--- src/rtl/sort4_frame_feeder_pkg.sv ---
// sort4_frame_feeder_pkg: shared types and constants for the sorter front end
package sort4_frame_feeder_pkg;
  typedef enum logic {FILL, WAIT} state_t;
  localparam int SLOTS = 4;
  localparam int CNT_W = 8;
endpackage

--- src/rtl/sort4_frame_feeder_valid_delay_line.sv ---
// valid_delay_line: LAT-deep 1-bit shift register with async reset
module valid_delay_line #(
  parameter int LAT = 4
) (
  input  logic clk,
  input  logic rst,
  input  logic d,
  output logic q
);
  logic [LAT-1:0] r_sh;
  always_ff @(posedge clk or posedge rst) begin
    if (rst) r_sh <= '0;
    else r_sh <= LAT'({r_sh, d});
  end
  assign q = r_sh[LAT-1];
endmodule

--- src/rtl/sort4_frame_feeder.sv ---
// sort4_frame_feeder: packs a sample stream into 4-slot frames for the pipelined sorter
module sort4_frame_feeder
  import sort4_frame_feeder_pkg::*;
#(
  parameter int w = 6,
  parameter int LAT = 4,
  parameter logic [w-1:0] PAD = '0
) (
  input  logic             clk,
  input  logic             rst,
  input  logic [w-1:0]     samp_in,
  input  logic             samp_valid,
  output logic             samp_ready,
  input  logic             flush,
  input  logic             hold,
  output logic [w-1:0]     a,
  output logic [w-1:0]     b,
  output logic [w-1:0]     c,
  output logic [w-1:0]     d,
  output logic             frame_valid,
  output logic             sorted_valid,
  output logic [CNT_W-1:0] frame_cnt
);
  state_t           r_state;
  logic [1:0]       r_idx;
  logic [w-1:0]     r_stg [SLOTS];
  logic [w-1:0]     r_out [SLOTS];
  logic             r_fv;
  logic [CNT_W-1:0] r_cnt;
  logic             w_acc;
  logic             w_flush;
  logic             w_done;
  logic [2:0]       w_fill;
  logic [w-1:0]     w_stg [SLOTS];
  assign samp_ready = ~rst & (r_state == FILL);
  assign w_acc = samp_valid & samp_ready;
  assign w_fill = {1'b0, r_idx} + {2'b0, w_acc};
  // a flush right behind a frame waits a cycle so frame_valid never pulses back to back
  assign w_flush = flush & ~r_fv;
  assign w_done = (r_state == FILL) & (w_fill[2] | (w_flush & (w_fill != 3'd0)));
  always_comb begin
    for (int i = 0; i < SLOTS; i++)
      w_stg[i] = (w_acc && r_idx == 2'(i)) ? samp_in : (3'(i) < w_fill) ? r_stg[i] : PAD;
  end
  always_ff @(posedge clk or posedge rst) begin
    if (rst) begin
      r_state <= FILL;
      r_idx   <= '0;
      r_stg   <= '{default: '0};
      r_out   <= '{default: '0};
      r_fv    <= 1'b0;
      r_cnt   <= '0;
    end else begin
      r_fv <= 1'b0;
      if (r_state == WAIT) begin
        if (!hold) begin
          r_out   <= r_stg;
          r_fv    <= 1'b1;
          r_cnt   <= r_cnt + 1'b1;
          r_state <= FILL;
        end
      end else if (w_done) begin
        r_idx <= '0;
        if (hold) begin
          r_stg   <= w_stg;
          r_state <= WAIT;
        end else begin
          r_out <= w_stg;
          r_fv  <= 1'b1;
          r_cnt <= r_cnt + 1'b1;
        end
      end else begin
        r_stg <= w_stg;
        if (w_acc) r_idx <= r_idx + 2'd1;
      end
    end
  end
  assign a = r_out[0];
  assign b = r_out[1];
  assign c = r_out[2];
  assign d = r_out[3];
  assign frame_valid = r_fv;
  assign frame_cnt = r_cnt;
  valid_delay_line #(.LAT(LAT)) u_dly (
    .clk(clk),
    .rst(rst),
    .d  (r_fv),
    .q  (sorted_valid)
  );
endmodule
--- config.mk ---
export PLATFORM = sky130hd
export DESIGN_NAME = sort4_frame_feeder
export DESIGN_NICKNAME = d
export VERILOG_FILES = /design/src/rtl/sort4_frame_feeder_pkg.sv /design/src/rtl/sort4_frame_feeder_valid_delay_line.sv /design/src/rtl/sort4_frame_feeder.sv
export SDC_FILE = /design/constraint.sdc
export NUM_CORES = 1
export LEC_CHECK = 0
export CAP_MARGIN = 5
export CORE_ASPECT_RATIO = 0.7
export CORE_UTILIZATION = 54
export DETAILED_ROUTE_END_ITERATION = 16
export PLACE_DENSITY = 0.82
export SLEW_MARGIN = 20
export SYNTH_ARGS = -nofsm -noshare
export SYNTH_HDL_FRONTEND = slang
export SYNTH_HIERARCHICAL = 1
export SYNTH_SLANG_ARGS = --single-unit
--- constraint.sdc ---
create_clock -name clk -period 3.2 [get_ports clk]
set_input_delay 0.32 -clock clk [delete_from_list [all_inputs] [get_ports clk]]
set_output_delay 0.32 -clock clk [all_outputs]
set_load 0.05 [all_outputs]
==> results_dict.tcl <==
set metrics [dict create \
    grt_max_degree 44 \
    htree_levels 3 \
    cts_buffers 9 \
    instances_no_fill 373 \
    detail-route-antenna-nets 0 \
    drt-pass1-iter-count 4 \
    cp.required_ns 3.43 \
    synth_area_sq_um 3000 \
    layout.cell_area.non_filler_sq_um 3710 \
    antenna_cells 0 \
    wl_per_cell_microns 17.5 \
    relSlewSlack 0.660 \
    tns_ns 0 \
    ys.flop_type "dfrtp_1" \
    seqCellArea_sq_um 1600 \
    grtUsageTotal 0.253 \
    min_path_type "in -> async" \
    dp_slack_ns 0.286 \
    powerDensity_nw_per_um2 1040 \
    synthCells 250 \
    slowest_stage "dfrtp_1" \
    synth.avg_cell_area_sq_um 12.0 \
    ys_ff_latch 64 \
    ctsRootBufferMaster "clkbuf_8" \
    drt_iter0_drc 164 \
    yosysWarningCount 6 \
    crit_chain "nor2_1 -> nand2_1 -> inv_1 -> ha_1 -> inv_1 -> ha_1 -> or2_1 -> a21oi_2 -> o211ai_1 -> a22o_1" \
    p_leak_nw 1.65 \
    core_area_sq_um 5290 \
    place_hpwl_mm 4.30 \
    worst_pin_slew_ns 0.507 \
    dr_total_vias 2179 \
    cts_tree "built" \
    grt_overflow 0 \
    dpl_cell_area_sq_um 3520 \
    syn-num-nets 270 \
    final.min_clock_period_ns 2.77 \
    skew_ns 0.00586 \
    cts_sinks 64 \
    dieArea_sq_um 5870 \
    drive_gt1_frac 0.150 \
    area_delta_synth_final_pct 23.6 \
    hold_buffers 0 \
    arrival_ns 2.99 \
    fin_ws_ns 0.435 \
    ir_drop_mv 0.498 \
    synth_cell_type_count 40 \
    ctsResizeCount 0 \
    dpl.cell_count 357 \
    wirelength_mm 6.53 \
    async_reset_ff_frac 1.00 \
    start_util 0.568 \
    yosysSeqAreaShare 0.533 \
    cts.path.max_buffers 2 \
    setup_violations 0 \
    period_share 0.864 \
    fp.dieH_microns 64.4 \
    viasPerCell 5.84 \
    max_freq_mhz 362 \
    fin_util 0.702 \
    clock_latency_ns 0.34 \
    n_fill_cell 405 \
    finalWeightedCongestion 0.813 \
    slew_violations 0 \
    clk_pin_slew_ns 0.07 \
    final_nets 316 \
    total_power_mw 3.85 \
    critical_path.max_stage_delay_ns 0.49 \
    status "completed" \
    critPathCaptureType "flip-flop" \
    cts_setup_buffers 0 \
    io_buffers 45 \
    die_w_microns 91.1 \
    finalHoldViolCount 0 \
    io_pins 46 \
    whs_ns 0.335 \
    crit_type "reg -> reg" \
    max_cap_viol_count 0 \
    rsz0062_at_grt "false" \
    drcViolationCount 0 \
    rows 22 \
    multiInputGateArea_sq_um 1260 \
    cp_max_fo 10 \
    grt_pass1_wl_mm 11.0 \
    cp-start-kind "flip-flop" \
    grt_pass1_vias 2134 \
    synth_edf_count 0 \
    antenna_found_initial 0 \
]
state kept, by name, indices dropped and copies added, names as in the netlist, 2 cells and up:
signal / flops
frame_cnt: 8
c: 6
u_dly/r_sh: 4
d: 6
b: 6
a: 6
r_idx: 2
r_stg: 24
critical path, delay by kind of cell, from the launching register on:
| kind | cells | cell delay, ns |
|---|---|---|
| buffers and inverters | 2 | 0.14 |
| DFF | 1 | 0.49 |
| AOI/OAI and AO/OA | 3 | 0.94 |
| adders and majority gates | 2 | 0.42 |
| and+or+nand+nor | 3 | 0.65 |
Yosys cell counts, types with 2 or more instances:
cell / instances / area, sq um
nand2b_1: 12 / 75.1
or2_1: 2 / 12.5
dfrtp_1: 64 / 1600
a21oi_2: 2 / 17.5
mux2_2: 7 / 78.8
inv_1: 8 / 30.0
buf_1: 2 / 7.51
a211oi_1: 12 / 90.1
nor2b_1: 3 / 18.8
clkbuf_1: 7 / 26.3
mux2_4: 6 / 90.1
a22o_1: 30 / 263
nor2_1: 5 / 18.8
ha_1: 9 / 113
a2bb2oi_1: 12 / 105
xor2_1: 7 / 61.3
buf_2: 3 / 15.0
o21ai_0: 7 / 35.0
o21a_1: 4 / 30.0
nor4_1: 2 / 12.5
nand2_1: 18 / 67.6
buf_6: 5 / 56.3
a21oi_1: 2 / 10.0
nand3_1: 3 / 15.0
nor3_1: 3 / 15.0
kinds of logic after synthesis:
logic type / Yosys count / share of synthesized area
AOI/OAI and AO/OA: 75 / 0.201
and+or+nand+nor: 55 / 0.101
DFF: 64 / 0.533
xor gates and xnor gates: 8 / 0.0233
muxes: 13 / 0.0563
adders and majority gates: 9 / 0.0375
buffers and inverters: 26 / 0.0475
metal layers:
layer,global-route usage,part of all wire,up-vias
met3,0.0702,0.067,9
met2,0.368,0.45,86
li1,-,-,999
met5,0,0,-
met1,0.362,0.47,1085
met4,0.0972,0.012,0
area by class of cell:
| cell class | instances | area share |
|---|---|---|
| inverters | 8 | 0.00809 |
| well taps | 72 | 0.0243 |
| flip-flops and latches | 64 | 0.431 |
| clock buffers | 9 | 0.0334 |
| multi-input cells | 160 | 0.339 |
| repair buffers | 53 | 0.144 |
| clock inverters | 7 | 0.0195 |
placed cells by master (no fill, tap or decap), types with 3 or more instances in the layout:
cell type        Yosys  final
nor2_1               5      5
xor2_1               7      7
inv_1                8      7
a2bb2oi_1           12     12
nand3_1              3      3
mux2_4               6      6
a211oi_1            12     12
nor3_1               3      3
mux2_2               7      7
o21a_1               4      4
o21ai_0              7      7
clkbuf_8             0      9
ha_1                 9      9
nand2_1             18     18
buf_4                1      6
clkdlybuf4s50_1      0     45
dfrtp_1             64     64
nand2b_1            12     12
a22o_1              30     30
nor2b_1              3      3
power by group:
group	leakage [nW]	switching, mW	internal (mW)	total [mW]
registers	0.842	0.186	1.06	1.24
logic	0.714	1.18	0.745	1.92
clock network	0.0952	0.321	0.359	0.680
total	1.65	1.68	2.16	3.85
worst paths after layout:
kind	slack (ns)	endpoint	startpoint	cells past startpoint
min in group clk	0.35	u_dly/r_sh[3]	u_dly/r_sh[2]	0
max in group asynchronous	2.21	r_stg[7]	rst	4
worst max-delay path	0.43	r_stg[2]	r_state	10
worst min-delay path	0.34	u_dly/r_sh[1]	rst	3
worst min register to register	0.35	u_dly/r_sh[3]	u_dly/r_sh[2]	0
worst max register to register	0.43	r_stg[2]	r_state	10
Power figures use the tool's default switching activity.
